`src/rtl/pc_fetch_if.sv`:
```
// Fetch-stage bus: redirect inputs, BTB training inputs and fetch outputs.
// master: pipeline/testbench side (drives redirects and updates, reads fetch PC).
// slave:  pc_fetch side (reads redirects and updates, drives fetch PC and prediction).
interface pc_fetch_if;
   logic        stall;
   logic        fail_predictD;
   logic [12:0] nextpcD;
   logic        fail_predictE;
   logic [12:0] nextpcE;
   logic        upd_en;
   logic [12:0] upd_pc;
   logic        upd_taken;
   logic [12:0] upd_target;
   logic [12:0] pcF;
   logic        pred_takenF;
   logic [12:0] pred_targetF;

   modport master (
      output stall, fail_predictD, nextpcD, fail_predictE, nextpcE,
             upd_en, upd_pc, upd_taken, upd_target,
      input  pcF, pred_takenF, pred_targetF
   );

   modport slave (
      input  stall, fail_predictD, nextpcD, fail_predictE, nextpcE,
             upd_en, upd_pc, upd_taken, upd_target,
      output pcF, pred_takenF, pred_targetF
   );
endinterface

```
`src/rtl/pc_fetch.sv`:
```
// Fetch PC generator with a direct-mapped BTB and 2-bit saturating direction counters.
// Latency: pcF is registered (next-PC choice visible one cycle later); BTB lookup is combinational on pcF.
// Backpressure: stall holds pcF and masks redirects; BTB training proceeds regardless of stall.
// Ports: CLK, NRST (synchronous, active-low); bus (slave) carries stall, D/E redirects,
//        EX update (upd_en/upd_pc/upd_taken/upd_target) and outputs pcF/pred_takenF/pred_targetF.
module pc_fetch #(
   parameter logic [12:0] START_PC = 13'd0,
   parameter int          IDX_W    = 4
) (
   input  logic         CLK,
   input  logic         NRST,
   pc_fetch_if.slave    bus
);
   localparam int DEPTH = 1 << IDX_W;
   localparam int TAG_W = 13 - IDX_W;

   logic             btb_valid  [DEPTH];
   logic [TAG_W-1:0] btb_tag    [DEPTH];
   logic [12:0]      btb_target [DEPTH];
   logic [1:0]       btb_ctr    [DEPTH];

   logic [12:0]      pc_q;
   logic [12:0]      pc_next;

   // Lookup side
   logic [IDX_W-1:0] rd_idx;
   logic             rd_hit;
   logic             pred_taken;
   logic [12:0]      pred_target;

   assign rd_idx      = pc_q[IDX_W-1:0];
   assign rd_hit      = btb_valid[rd_idx] && (btb_tag[rd_idx] == pc_q[12:IDX_W]);
   assign pred_taken  = rd_hit && btb_ctr[rd_idx][1];
   assign pred_target = pred_taken ? btb_target[rd_idx] : pc_q + 13'd1;

   assign bus.pcF          = pc_q;
   assign bus.pred_takenF  = pred_taken;
   assign bus.pred_targetF = pred_target;

   // Update side
   logic [IDX_W-1:0] wr_idx;
   logic             wr_hit;
   logic [1:0]       ctr_old;
   logic [1:0]       ctr_inc;
   logic [1:0]       ctr_dec;

   assign wr_idx  = bus.upd_pc[IDX_W-1:0];
   assign wr_hit  = btb_valid[wr_idx] && (btb_tag[wr_idx] == bus.upd_pc[12:IDX_W]);
   assign ctr_old = btb_ctr[wr_idx];
   assign ctr_inc = (ctr_old == 2'b11) ? 2'b11 : ctr_old + 2'b01;
   assign ctr_dec = (ctr_old == 2'b00) ? 2'b00 : ctr_old - 2'b01;

   // Next-PC selection; E outranks D because it is the older instruction.
   always_comb begin
      pc_next = pred_target;
      if (bus.stall)
         pc_next = pc_q;
      else if (bus.fail_predictE)
         pc_next = bus.nextpcE;
      else if (bus.fail_predictD)
         pc_next = bus.nextpcD;
   end

   always_ff @(posedge CLK) begin
      if (!NRST)
         pc_q <= START_PC;
      else
         pc_q <= pc_next;
   end

   // Valid and counter state carry the reset; tag/target are don't-care while invalid.
   always_ff @(posedge CLK) begin
      if (!NRST) begin
         for (int i = 0; i < DEPTH; i++) begin
            btb_valid[i] <= 1'b0;
            btb_ctr[i]   <= 2'b01;
         end
      end else if (bus.upd_en) begin
         if (wr_hit) begin
            btb_ctr[wr_idx] <= bus.upd_taken ? ctr_inc : ctr_dec;
         end else if (bus.upd_taken) begin
            btb_valid[wr_idx] <= 1'b1;
            btb_ctr[wr_idx]   <= 2'b10;
         end
      end
   end

   // Any taken outcome writes tag and target: on a hit the tag is unchanged,
   // on a miss it is an allocation.
   always_ff @(posedge CLK) begin
      if (NRST && bus.upd_en && bus.upd_taken) begin
         btb_tag[wr_idx]    <= bus.upd_pc[12:IDX_W];
         btb_target[wr_idx] <= bus.upd_target;
      end
   end
endmodule

```
`src/flat_wrapper.sv`:
```
// flat-port wrapper written by rule: the top's interface ports become plain ports
module pc_fetch_flat 
#(
   parameter logic [12:0] START_PC = 13'd0,
   parameter int          IDX_W    = 4
)
  (CLK, NRST, bus_stall, bus_fail_predictD, bus_nextpcD, bus_fail_predictE, bus_nextpcE, bus_upd_en, bus_upd_pc, bus_upd_taken, bus_upd_target, bus_pcF, bus_pred_takenF, bus_pred_targetF);
  pc_fetch_if bus_i ();
  input  logic CLK;
  input  logic NRST;
  input wire logic [$bits(bus_i.stall)-1:0] bus_stall;
  input wire logic [$bits(bus_i.fail_predictD)-1:0] bus_fail_predictD;
  input wire logic [$bits(bus_i.nextpcD)-1:0] bus_nextpcD;
  input wire logic [$bits(bus_i.fail_predictE)-1:0] bus_fail_predictE;
  input wire logic [$bits(bus_i.nextpcE)-1:0] bus_nextpcE;
  input wire logic [$bits(bus_i.upd_en)-1:0] bus_upd_en;
  input wire logic [$bits(bus_i.upd_pc)-1:0] bus_upd_pc;
  input wire logic [$bits(bus_i.upd_taken)-1:0] bus_upd_taken;
  input wire logic [$bits(bus_i.upd_target)-1:0] bus_upd_target;
  output wire logic [$bits(bus_i.pcF)-1:0] bus_pcF;
  output wire logic [$bits(bus_i.pred_takenF)-1:0] bus_pred_takenF;
  output wire logic [$bits(bus_i.pred_targetF)-1:0] bus_pred_targetF;
  assign bus_i.stall = bus_stall;
  assign bus_i.fail_predictD = bus_fail_predictD;
  assign bus_i.nextpcD = bus_nextpcD;
  assign bus_i.fail_predictE = bus_fail_predictE;
  assign bus_i.nextpcE = bus_nextpcE;
  assign bus_i.upd_en = bus_upd_en;
  assign bus_i.upd_pc = bus_upd_pc;
  assign bus_i.upd_taken = bus_upd_taken;
  assign bus_i.upd_target = bus_upd_target;
  assign bus_pcF = bus_i.pcF;
  assign bus_pred_takenF = bus_i.pred_takenF;
  assign bus_pred_targetF = bus_i.pred_targetF;
  pc_fetch #(.START_PC(START_PC), .IDX_W(IDX_W)) u_core (.CLK(CLK), .NRST(NRST), .bus(bus_i));
endmodule
```
`config.mk`:
```
export PLATFORM = sky130hd
export DESIGN_NAME = pc_fetch_flat
export DESIGN_NICKNAME = d
export VERILOG_FILES = /design/src/rtl/pc_fetch_if.sv /design/src/rtl/pc_fetch.sv /design/src/flat_wrapper.sv
export SDC_FILE = /design/constraint.sdc
export NUM_CORES = 1
export LEC_CHECK = 0
export ABC_AREA = 1
export CAP_MARGIN = 20
export CORE_MARGIN = 5
export CORE_UTILIZATION = 51
export CTS_BUF_LIST = sky130_fd_sc_hd__clkbuf_4
export CTS_CLUSTER_DIAMETER = 200
export DETAILED_ROUTE_END_ITERATION = 10
export PLACE_DENSITY = 0.68
export SETUP_SLACK_MARGIN = 0.02
export SYNTH_ARGS = -nofsm -noshare
export SYNTH_HDL_FRONTEND = slang
export SYNTH_SLANG_ARGS = --single-unit
```
`constraint.sdc`:
```
create_clock -name CLK -period 3.3 [get_ports CLK]
set_input_delay 0.66 -clock CLK [delete_from_list [all_inputs] [get_ports CLK]]
set_output_delay 0.66 -clock CLK [all_outputs]
set_load 0.1 [all_outputs]
```
# After elaboration in Yosys (flattened, before gate mapping)
# Memory sizes are Yosys's and may differ from the RTL's. A register that Yosys moved wholly into a read port is not among the register bits.
# Cells that the tools add are included.
[op_classes]
add_sub_neg = 3
eq_ne = 3
mux = 33
bitwise_logic = 1
reduce_logical = 8
[ops]
columns = ["op", "n"]
rows = [
  ["two-way mux 4 bit", 10],
  ["two-way mux 13 bit", 3],
  ["== test 9 bit", 2],
  ["two-way mux 1 bit", 15],
  ["adder 13 x 1 -> 13 bit, second input constant", 1],
  ["two-way mux 2 bit", 5],
  ["logical AND 1 bit", 5],
  ["adder 2 x 1 -> 2 bit, second input constant", 1],
  ["== test 2 bit, second input constant", 1],
  ["logical NOT 2 bit", 1],
  ["OR reduction 2 bit", 1],
  ["subtractor 2 x 1 -> 2 bit, second input constant", 1],
  ["OR 1 bit", 1],
  ["OR reduction 1 bit", 1],
]
[totals]
regBits = 13
mem_bits_rw = 400
inputBits = 59
output_inout_bits = 27
word_cells = 53
memories = 4
[mem_list]
columns = ["memory", "depth", "word_bits", "read_ports", "rd_clocked_by_memory_dff", "write_ports", "line_no", "source"]
rows = [
  ["u_core.btb_target", 16, 13, 1, 1, 1, "pc_fetch.sv:19", "logic [12:0] btb_target [DEPTH];"],
  ["u_core.btb_tag", 16, 9, 2, 1, 1, "pc_fetch.sv:18", "logic [TAG_W-1:0] btb_tag [DEPTH];"],
  ["u_core.btb_ctr", 16, 2, 2, 1, 16, "pc_fetch.sv:20", "logic [1:0] btb_ctr [DEPTH];"],
  ["u_core.btb_valid", 16, 1, 2, 1, 16, "pc_fetch.sv:17", "logic btb_valid [DEPTH];"],
]

# Depth between registers and ports, before layout
# Gate-level depths: netlist of the first run.
# An unclocked memory read counts as a cell.
[logic_depth]
ltp_word = 10
mapped_depth = 19
depth_no_buf = 17

# Least setup slack after synthesis of the first run
# OpenSTA, ideal clock, no wires.
[synth_timing]
kind = "flip-flop to output port"
from = "register u_core.pc_q[0] (netlist: u_core.bus.pcF[0])"
to = "output bus_pred_targetF[12]"
t_arrival_ps = 2941
t_required_ps = 2640
slack_ps = -301
stages_incl_launch_ff = 10
n_path_buf = 0
cell_sequence = "dfxtp_1 -> ha_1 -> nand4_1 -> nor2_1 -> nand3_1 -> nor2_1 -> nand3_1 -> xor2_1 -> nand2_1 -> nand2_1"
[synth_via]
elab_chain_cells = 2
[synth_rtl]
columns = ["element", "line_no", "source"]
rows = [
  ["start, declared", "pc_fetch.sv:22", "logic [12:0] pc_q;"],
  ["start signal, assigned", "pc_fetch.sv:68", "pc_q <= pc_next;"],
  ["adder 13 x 1 -> 13 bit", "pc_fetch.sv:34", "assign pred_target = pred_taken ? btb_target[rd_idx] : pc_q + 13'd1;"],
  ["two-way mux 13 bit", "pc_fetch.sv:34", ""],
  ["end, declared", "flat_wrapper.sv:22", "output wire logic [$bits(bus_i.pred_targetF)-1:0] bus_pred_targetF;"],
]
# No other way between the ends.

==> summary.txt, run 1 <==
DR iter-0 viols: 2185
Final WS setup: -0.519 ns
Yosys warnings: 0
Placed cells: 2427
Area contributors post-synth: edfxtp_1 61%, nand2_1 6.9%, o21ai_0 4.9%
Initial antenna violation count: 1
Syn Inst Count: 1873
Total CTS buffers: 104
CTS sink cnt: 417
Startpoint Class: flop
Final Instance Area: 23400 um^2
Peak VDD IR: 0.328 mV
Worst Hold Class: in -> reg
Clock-pin slew on the worst setup and hold paths: 0.07 ns
Via count: 15700
Max FO, Critical Path: 11
CP required: 2.64 ns
Final hold vios: 0
Distinct cells, synth: 37
Vias/cell: 5.98
Die Width: 203 um
DIE AREA: 41300 um^2
Ys flop type: edfxtp_1
Number of flops mapped to enable cells by yosys: 384
Crit path DAT: 3.16 ns
FFs w/ async S/R, synth: 0
Switching power total: 0.00329 W
Nets: 2135
Clock Latency Late Sink: 0.82 ns
Placed cell area: 21500 um^2
Unrepaired setup endpoints after global routing: yes
Fin crit share: 1.16
Endpoints failing setup: 14
Root Driver: clkbuf_4
Clk buf depth: 3
Max-slew violation count: 0
Minimum hold slack: 0.506 ns
Failing checks: setup timing
Area of the multi-input gates: 6150 um^2
Core footprint: 36700 um^2
DRT Pass-1 Iters: 6
Die height: 203 um
Seq. cell area: 12200 um^2
Sw Share: 0.274
Crit. End Element: output pin
Combinational power share: 0.141
Vias in the first global route: 15400
Sequential fraction of the synthesis area: 0.640
Clock H-tree levels: 3
Mapped Avg Cell Area: 10.2 um^2
Total power after layout: 0.0120 W
DPL Wire Length: 35.7 mm
I/O Buffers: 85
Final std cells w/o fill: 2633
WS Path Type: reg -> out
Fmax: 262 MHz
Post-Syn Area: 19000 um^2
GRT overflow: 0
Outcome: finished, violations left
Max-cap violations: 0
Largest net degree at the start of global routing: 57
Layout cells sized above 1: 0.198
Crit path time final: 3.82 ns
Final ANT Viol Nets: 0
Area Overhead vs Synth: 22.8%
Rows: 70
Initial Util: 0.519
Post-Syn Nets: 1933
Sequential Power Share: 0.491
Relative slew margins: 0.549
Final WL: 59.1 mm
Area leader, netlist: edfxtp_1
Least-Margin Pin Slew: 0.676 ns
Total Routing Usage GR: 0.280
P_int: 0.00869 W
P per Cell Area: 512 nW/um^2
Clock skew: 0.0519 ns
Synthesized flop and latch total: 417
Util after Layout: 0.637
Synth top area share: 0.605
First-pass GRT wire length: 88.9 mm
# IOs: 86
DR WL/cell: 22.5 um
Clock Power Share: 0.368
GP Congestion: 0.896
# fillers: 2843
CTS tree: built
Leakage: 8.66 nW
Residual DRC: 0
## Yosys cell counts, types with 3 or more instances
| library cell | instances |
|---|---|
| buf_6 | 3 |
| nand4_1 | 5 |
| and2_1 | 3 |
| edfxtp_1 | 384 |
| a22oi_1 | 41 |
| buf_1 | 5 |
| inv_1 | 144 |
| nand3_1 | 160 |
| o211ai_1 | 15 |
| clkbuf_1 | 61 |
| buf_4 | 12 |
| or2_2 | 4 |
| o21ai_1 | 28 |
| inv_2 | 4 |
| xor2_1 | 14 |
| a21oi_1 | 33 |
| o21bai_1 | 3 |
| nand2_1 | 348 |
| buf_2 | 32 |
| dfxtp_1 | 33 |
| nor3_1 | 3 |
| nor2_1 | 232 |
| o21ai_0 | 188 |
| o22ai_1 | 67 |
| o221ai_1 | 34 |
## kinds of logic after synthesis
| logic type | share of synthesized area |
|---|---|
| AO/OA/AOI/OAI | 0.129 |
| flip-flops | 0.640 |
| AND/OR/NAND/NOR | 0.166 |
| adder cells (fa/ha/maj) | 0.000657 |
| buffers and inverters | 0.0577 |
| XOR/XNOR | 0.00644 |
## sequential cells by signal (all words and copies together) (netlist names), named ones only
| register | count |
|---|---|
| u_core.btb_target | 208 |
| u_core.btb_tag | 144 |
| u_core.btb_ctr | 32 |
| u_core.btb_valid | 16 |
| u_core.bus.pcF | 13 |
## worst max-delay path: stages (launching register included)
cell and delay, ns:
dfxtp_4 0.41, buf_8 0.17, clkbuf_16 0.16, o21ai_0 0.21, nand2_1 0.08, nand3_1 0.10, nand3_1 0.10, nand3_1 0.14
nand2_1 0.08, nor2_2 0.10, nand2_2 0.11, nor2_4 0.17, buf_6 0.14, nand2_1 0.07, nand2_2 0.12, buf_12 0.18
## cells in the final DEF, fill, tap and decap left out, types with 23 or more instances in the layout
cell type and instances:
nand3_2 23, nand2_1 330, o22ai_1 67, nand3_1 133, buf_4 84, buf_12 50, o21ai_0 187, edfxtp_1 384
nor2_4 24, o21ai_1 29, clkdlybuf4s50_1 58, a21oi_1 33, inv_1 144, nor2_1 209, clkbuf_4 159, clkinv_1 26
o221ai_1 34, a22oi_1 41
## final timing paths
| check | from | end | slack [ns] | depth (start not counted) |
|---|---|---|---|---|
| worst min register to register | u_core.btb_valid[12]$_DFF_P_ | u_core.btb_valid[12]$_DFF_P_ | 0.51 | 2 |
| worst max register to register | flop | u_core.bus.pcF[3]$_SDFFE_PN0N_ | 0.50 | 16 |
| worst min-delay path | bus_nextpcE[7] | u_core.bus.pcF[7]$_SDFFE_PN0N_ | 0.51 | 3 |
| worst max-delay path | flop | bus_pred_targetF[4] | -0.52 | 15 |
## layout make-up
cell class,instances,share of cell area
flip-flops and latches,417,0.522
multi-input cells,1193,0.263
repair buffers,209,0.106
clock buffers,159,0.0511
well taps,468,0.0250
inverters,150,0.0247
clock inverters,36,0.00781
diodes,1,0.000107
## power groups by stage
stage	clock network (W)	registers, W	logic [W]
2_1_floorplan	0	0.00605	0.000825
3_3_place_gp	0	0.00599	0.00152
3_5_place_dp	0	0.00599	0.00154
4_1_cts	0.00449	0.00587	0.00163
5_1_grt	0.00479	0.00588	0.00180
6_report	0.00440	0.00588	0.00169
## per-stage QoR
| stage | TNS [ns] | worst slack, ns |
|---|---|---|
| 4_1_cts | -6.96 | -0.532 |
| 2_1_floorplan | 0 | 0.00563 |
| 3_5_place_dp | -16.58 | -0.311 |
| 6_report | -6.83 | -0.519 |
| 5_1_grt | -8.68 | -0.652 |
| 3_3_place_gp | -12.48 | -0.243 |
## repair_timing
item                       4_1_cts  5_1_grt
buffers inserted                 7        0
cloned                           2        2
hold buffers                     0        0
resized for setup               65       24
pin swaps                       22       17
setup endpoints to repair       14       14
## metal layers
metal	wire length, um	GRT usage	vias to the layer above
met2	27200	0.435	1079
met5	0	0	-
met3	6930	0.0676	164
li1	-	-	7089
met4	1980	0.122	0
met1	23000	0.380	7413
No activity file was read; power rests on OpenSTA's default activity.
==> inputs of run 2 (changes only) <==
--- a/config.mk
+++ b/config.mk
@@ -12,6 +12,7 @@
 export CTS_BUF_LIST = sky130_fd_sc_hd__clkbuf_4
 export CTS_CLUSTER_DIAMETER = 200
 export DETAILED_ROUTE_END_ITERATION = 10
+export GPL_ROUTABILITY_DRIVEN = 0
 export PLACE_DENSITY = 0.68
 export SETUP_SLACK_MARGIN = 0.02
 export SYNTH_ARGS = -nofsm -noshare
==> summary.txt, run 2 (synthesis results as in run 1) <==
Outcome: finished, violations left
Failing checks: setup timing
Leakage: 8.90 nW (+2.9%)
CP required: 2.64 ns (about the same)
DIE AREA: 41300 um^2 (unchanged)
Crit path DAT: 3.25 ns (+0.09 ns)
Final WL: 59.8 mm (+1.2%)
Area Overhead vs Synth: 25.2%
Top reg by flops: u_core.btb_target
Commonest non-fill, non-tap cell in the layout: edfxtp_1
Clock-pin slew on the worst setup and hold paths: 0.07 ns (about the same)
DRT Pass-1 Iters: 6 (unchanged)
Sw Share: 0.280 (+0.00571)
Crit path time final: 3.91 ns (+0.0930 ns)
Total CTS buffers: 104 (unchanged)
CTS sink cnt: 417 (unchanged)
Critical path's largest stage delay: 0.37 ns (-0.04 ns)
Clock skew: 0.0866 ns (+0.0347 ns)
GRT overflow: 0 (unchanged)
Most frequent cells in the layout: 384 x edfxtp_1, 305 x nand2_1, 205 x nor2_1, 173 x o21ai_0, 147 x clkbuf_4
Final WS setup: -0.612 ns (-0.0930 ns)
CTS Hold Bufs: 0 (unchanged)
Util after Layout: 0.650 (+0.0129)
Nets: 2153 (+0.84%)
Startpoint Class: flop
P per Cell Area: 502 nW/um^2 (-1.9%)
CTS tree: built
Rows: 70 (unchanged)
Layout cells sized above 1: 0.221 (+0.0230)
Residual DRC: 0 (unchanged)
Total Routing Usage GR: 0.284 (+0.00380)
Max-slew violation count: 0 (unchanged)
Core footprint: 36700 um^2 (unchanged)
Die Width: 203 um (unchanged)
Sequential Power Share: 0.490 (about the same)
Unrepaired setup endpoints after global routing: yes
DR iter-0 viols: 2080 (-4.8%)
Crit. End Element: output pin
I/O Buffers: 85 (unchanged)
Final hold vios: 0 (unchanged)
Crit-path cells: buf_12, clkinv_16, buf_16, nand2_1, nand3_1, nand3_2, nand3_4, nand3_2, nand2_2, nor2_4, nand3_4, nor2_4, buf_6, nand2_4, nand2_4, buf_12
Relative slew margins: 0.530 (-0.0186)
Largest net degree at the start of global routing: 105 (+84%)
Max FO, Critical Path: 7 (-4)
Switching power total: 0.00336 W (+2.1%)
Top flop regs: u_core.btb_target: 208 flops, u_core.btb_tag: 144 flops, u_core.btb_ctr: 32 flops
Peak VDD IR: 0.280 mV (-15%)
Via count: 15900 (+0.99%)
Bufs and invs on worst path: 5 (+1)
Least-Margin Pin Slew: 0.704 ns (+0.0279 ns)
Die height: 203 um (unchanged)
Initial antenna violation count: 1 (unchanged)
First-pass GRT wire length: 90.0 mm (+1.2%)
Final ANT Viol Nets: 0 (unchanged)
Fin crit share: 1.19 (+0.0282)
DPL Wire Length: 35.3 mm (-1.1%)
Clk buf depth: 3 (unchanged)
Combinational power share: 0.150 (+0.009)
Initial Util: 0.519 (unchanged)
Fmax: 256 MHz (-2.4%)
Max reg flops: 208 (unchanged)
CP top delay family: simple AND/OR/NAND/NOR gates
P_int: 0.00862 W (-0.72%)
Max-cap violations: 0 (unchanged)
WS Path Type: reg -> out
Clock Power Share: 0.360 (-0.008)
Vias/cell: 6.00 (+0.27%)
Clock H-tree levels: 3 (unchanged)
# IOs: 86 (unchanged)
Root Driver: clkbuf_4
Final Instance Area: 23900 um^2 (+2.0%)
Worst Hold Class: in -> reg
Slowest-stage cell, CP: dfxtp_4
DR WL/cell: 22.6 um (+0.50%)
Clock Latency Late Sink: 0.83 ns (about the same)
Vias in the first global route: 15500 (+0.70%)
Placed cell area: 21500 um^2 (+0.16%)
Endpoints failing setup: 14 (unchanged)
run 2: changes by cell type in the layout (fill, tap and decap cells not counted), sizes merged:
cell,previous run,this run
clkbuf,161,148
buf,149,166
inv,151,153
bufbuf,0,1
nand2,352,353
clkinv,32,44
clkinvlp,2,1
run 2: timing repair:
action,4_1_cts,5_1_grt
gates cloned,8,1
endpoints found under the setup margin,14,14
pin swaps,33,32
setup buffers,13,4
resized for setup,115,66
endpoints found under the hold margin,0,0
run 2: tightest hold or removal path, stage by stage:
cell and delay (ns):
clkdlybuf4s50_1 0.39, a21oi_1 0.14, a21oi_1 0.08
run 2: final timing paths:
kind / from / endpoint / slack (ns) / cells after the start
hold reg to reg: u_core.btb_valid[11]$_DFF_P_ / u_core.btb_valid[11]$_DFF_P_ / 0.50 / 2
setup reg to reg: flop / u_core.bus.pcF[9]$_SDFFE_PN0N_ / 0.25 / 20
hold / removal: bus_nextpcE[8] / u_core.bus.pcF[8]$_SDFFE_PN0N_ / 0.49 / 3
setup / recovery: flop / bus_pred_targetF[2] / -0.61 / 16
run 2: power groups by stage:
stage,logic [W],clock network [W],registers (W)
after floorplan,0.000825,0,0.00605
after global placement,0.00151,0,0.00599
after detailed placement,0.00154,0,0.00599
after CTS,0.00170,0.00439,0.00587
after global routing,0.00191,0.00472,0.00587
final,0.00179,0.00431,0.00587
run 2: per-stage QoR:
step | setup WS, ns | hold slack, ns | power (W) | TNS (ns) | cells
final | -0.612 | 0.493 | 0.0120 | -8.11 | 2652
after global routing | -0.700 | 0.461 | 0.0125 | -9.36 | 2652
after CTS | -0.579 | 0.430 | 0.0120 | -7.80 | 2646
after detailed placement | -0.281 | 0.488 | 0.00753 | -13.52 | 2430
after global placement | -0.231 | 0.484 | 0.00750 | -11.87 | 2430
after floorplan | 0.00563 | 0.471 | 0.00688 | 0 | 1873
run 2: final cells by class:
cell class | instances | area (um^2)
antenna | 1 | 2.50
clock buffer | 147 | 1100
clock inverter | 49 | 243
fill | 2790 | 12800
inverter | 150 | 596
multi-input combinational | 1194 | 6430
sequential | 417 | 12200
tap | 468 | 586
timing repair buffer | 226 | 2680
run 2: metal layers:
metal / up-vias / share of wire / global-route usage
met2: 1098 / 0.46 / 0.444
met4: 0 / 0.045 / 0.134
met1: 7485 / 0.37 / 0.378
met3: 186 / 0.12 / 0.0690
li1: 7132 / - / -
met5: - / 0 / 0
==> inputs of run 3 (changes only) <==
--- a/config.mk
+++ b/config.mk
@@ -11,6 +11,7 @@
 export CORE_UTILIZATION = 51
 export CTS_BUF_LIST = sky130_fd_sc_hd__clkbuf_4
 export CTS_CLUSTER_DIAMETER = 200
+export CTS_CLUSTER_SIZE = 16
 export DETAILED_ROUTE_END_ITERATION = 10
 export GPL_ROUTABILITY_DRIVEN = 0
 export PLACE_DENSITY = 0.68
==> summary.txt, run 3 (synthesis results as in run 1) <==
Outcome: finished, violations left
Failing checks: setup timing
WS Path Type: reg -> out
Relative slew margins: 0.546 (+0.0165)
# IOs: 86 (unchanged)
Die height: 203 um (unchanged)
CTS Hold Bufs: 0 (unchanged)
Top flop regs: u_core.btb_target: 208 flops, u_core.btb_tag: 144 flops, u_core.btb_ctr: 32 flops
Root Driver: clkbuf_4
CTS sink cnt: 417 (unchanged)
Crit path DAT: 3.30 ns (+0.05 ns)
Placed cells: 2430 (unchanged)
Startpoint Class: flop
Total CTS buffers: 30 (-71%)
Via count: 15400 (-2.9%)
Hold Path Depth: 3 (unchanged)
Vias/cell: 6.15 (+2.5%)
Worst R2R Path Depth: 21 (+5.0%)
Place WS: -0.281 ns (unchanged)
DPL Wire Length: 35.3 mm (unchanged)
Initial Util: 0.519 (unchanged)
CP top delay family: simple AND/OR/NAND/NOR gates
Final hold vios: 0 (unchanged)
Total power after layout: 0.0100 W (-16%)
Crit path time final: 3.96 ns (+0.0440 ns)
Endpoints failing setup: 14 (unchanged)
Fmax: 253 MHz (-1.1%)
Rows: 70 (unchanged)
Crit. End Element: output pin
GRT overflow: 0 (unchanged)
Area Overhead vs Synth: 20.1%
Fin crit share: 1.20 (+0.0133)
CP required: 2.64 ns (about the same)
Clock Latency Late Sink: 0.82 ns (about the same)
Core footprint: 36700 um^2 (unchanged)
TNS Setup: -8.73 ns (-0.616 ns)
Vias in the first global route: 14600 (-5.9%)
Final WL: 59.0 mm (-1.4%)
Top reg by flops: u_core.btb_target
Most frequent cells in the layout: 384 x edfxtp_1, 312 x nand2_1, 203 x nor2_1, 168 x o21ai_0, 144 x inv_1
Clock-pin slew on the worst setup and hold paths: 0.19 ns (+0.12 ns)
CP most frequent cell: nand2_1
I/O Buffers: 85 (unchanged)
Residual DRC: 0 (unchanged)
Worst Hold Launch: bus_nextpcE[8]
DIE AREA: 41300 um^2 (unchanged)
Commonest non-fill, non-tap cell in the layout: edfxtp_1
Bufs and invs on worst path: 4 (-1)
DRT Pass-1 Iters: 7 (+1)
Least-Margin Pin Slew: 0.680 ns (-0.0247 ns)
Final ANT Viol Nets: 0 (unchanged)
Clk buf depth: 3 (unchanged)
Nets: 2078 (-3.5%)
R2R Path End: u_core.bus.pcF[9]$_SDFFE_PN0N_
DR iter-0 viols: 2144 (+3.1%)
Max-slew violation count: 0 (unchanged)
P per Cell Area: 438 nW/um^2 (-13%)
Final WS setup: -0.656 ns (-0.0440 ns)
Layout cells sized above 1: 0.179 (-0.0421)
DR WL/cell: 23.5 um (+4.1%)
Max FO, Critical Path: 6 (-1)
Unrepaired setup endpoints after global routing: yes
Flop2flop setup slack: 0.23 ns (-0.02 ns)
Max reg flops: 208 (unchanged)
Final std cells w/o fill: 2511 (-5.3%)
Slowest-stage cell, CP: dfxtp_4
Largest net degree at the start of global routing: 105 (unchanged)
Max-cap violations: 0 (unchanged)
Initial antenna violation count: 1 (unchanged)
CTS tree: built
Worst Hold Class: in -> reg
Clock skew: 0.0857 ns (-0.000872 ns)
Critical path's largest stage delay: 0.41 ns (+0.04 ns)
Total Routing Usage GR: 0.273 (-0.0116)
Hold Path End: u_core.bus.pcF[8]$_SDFFE_PN0N_
First-pass GRT wire length: 87.0 mm (-3.3%)
Leakage: 8.29 nW (-6.8%)
Clock H-tree levels: 1 (-2)
Die Width: 203 um (unchanged)
Crit-path cells: buf_12, inv_12, buf_6, nand2_1, nand3_1, nand3_1, nand3_2, nand2_1, nand2_1, nand2_1, nor2_4, nand2_2, nor2_4, nand2_2, nand2_1, nand2_4, buf_12
Peak VDD IR: 0.380 mV (+36%)
[run 3: changes by cell type in the layout (fill, tap and decap cells not counted), moves of 4 or more]
cell and change:
buf_6 -4, clkbuf_16 +4, clkbuf_4 -93, clkinv_1 -35, clkinv_2 -7, inv_6 -4, nand2_1 +7, nand2_2 +4
nand2_4 -11, nand3_1 +5, nand3_2 -6, o21ai_0 -5, o21ai_1 +5
[run 3: report_power, final]
group	internal (W)	total (W)	switching, W
clock network	0.000743	0.00236	0.00161
registers	0.00582	0.00587	0.0000513
logic	0.000636	0.00179	0.00115
total	0.00720	0.0100	0.00282
[run 3: area by class of cell]
cell class | count | area (um^2)
Antenna cell | 1 | 2.50
Fill cell | 2870 | 13800
Clock inverter | 2 | 25.0
Timing Repair Buffer | 225 | 2720
Inverter | 150 | 582
Tap cell | 468 | 586
Clock buffer | 54 | 405
Multi-Input combinational cell | 1194 | 6340
Sequential cell | 417 | 12200
[run 3: worst max-delay path by stage]
stage / depth (start not counted) / endpoint / start / slack [ns]
3_3_place_gp: 15 / u_core.btb_ctr[3][1]$_SDFFCE_PN0P_ / bus_upd_pc[1] / -0.23
2_1_floorplan: 8 / bus_pred_targetF[12] / u_core.bus.pcF[3]$_SDFFE_PN0N_ / 0.006
4_1_cts: 16 / bus_pred_targetF[6] / flop / -0.61
3_5_place_dp: 17 / u_core.btb_ctr[12][0]$_SDFFCE_PN1P_ / bus_upd_pc[1] / -0.28
6_report: 17 / bus_pred_targetF[10] / flop / -0.66
5_1_grt: 16 / bus_pred_targetF[9] / flop / -0.81
[run 3: layer usage]
| metal | part of all wire | routed length, um | global-route usage |
|---|---|---|---|
| met5 | 0 | 0 | 0 |
| met4 | 0.031 | 1850 | 0.0862 |
| met3 | 0.11 | 6490 | 0.0520 |
| met2 | 0.48 | 28200 | 0.444 |
| met1 | 0.38 | 22500 | 0.375 |
[run 3: timing repair]
action / CTS / global route
pin swaps: 19 / 29
gates resized for setup: 65 / 105
cloned: 4 / 6
endpoints found under the setup margin: 14 / 14
buffers inserted: 9 / 7
[run 3: worst min-delay path, delay by kind of cell]
kind	cells	cell delay, ns
compound gates	2	0.21
buf+inv	1	0.39
[run 3: stage by stage]
| step | hold WS [ns] | area [um^2] | utilization |
|---|---|---|---|
| finish | 0.473 | 22900 | 0.623 |
| global route | 0.446 | 22900 | 0.623 |
| CTS | 0.415 | 22300 | 0.608 |
| detailed placement | 0.488 | 21500 | 0.587 |
| global placement | 0.484 | 21500 | 0.587 |
| floorplan | 0.471 | 19100 | - |
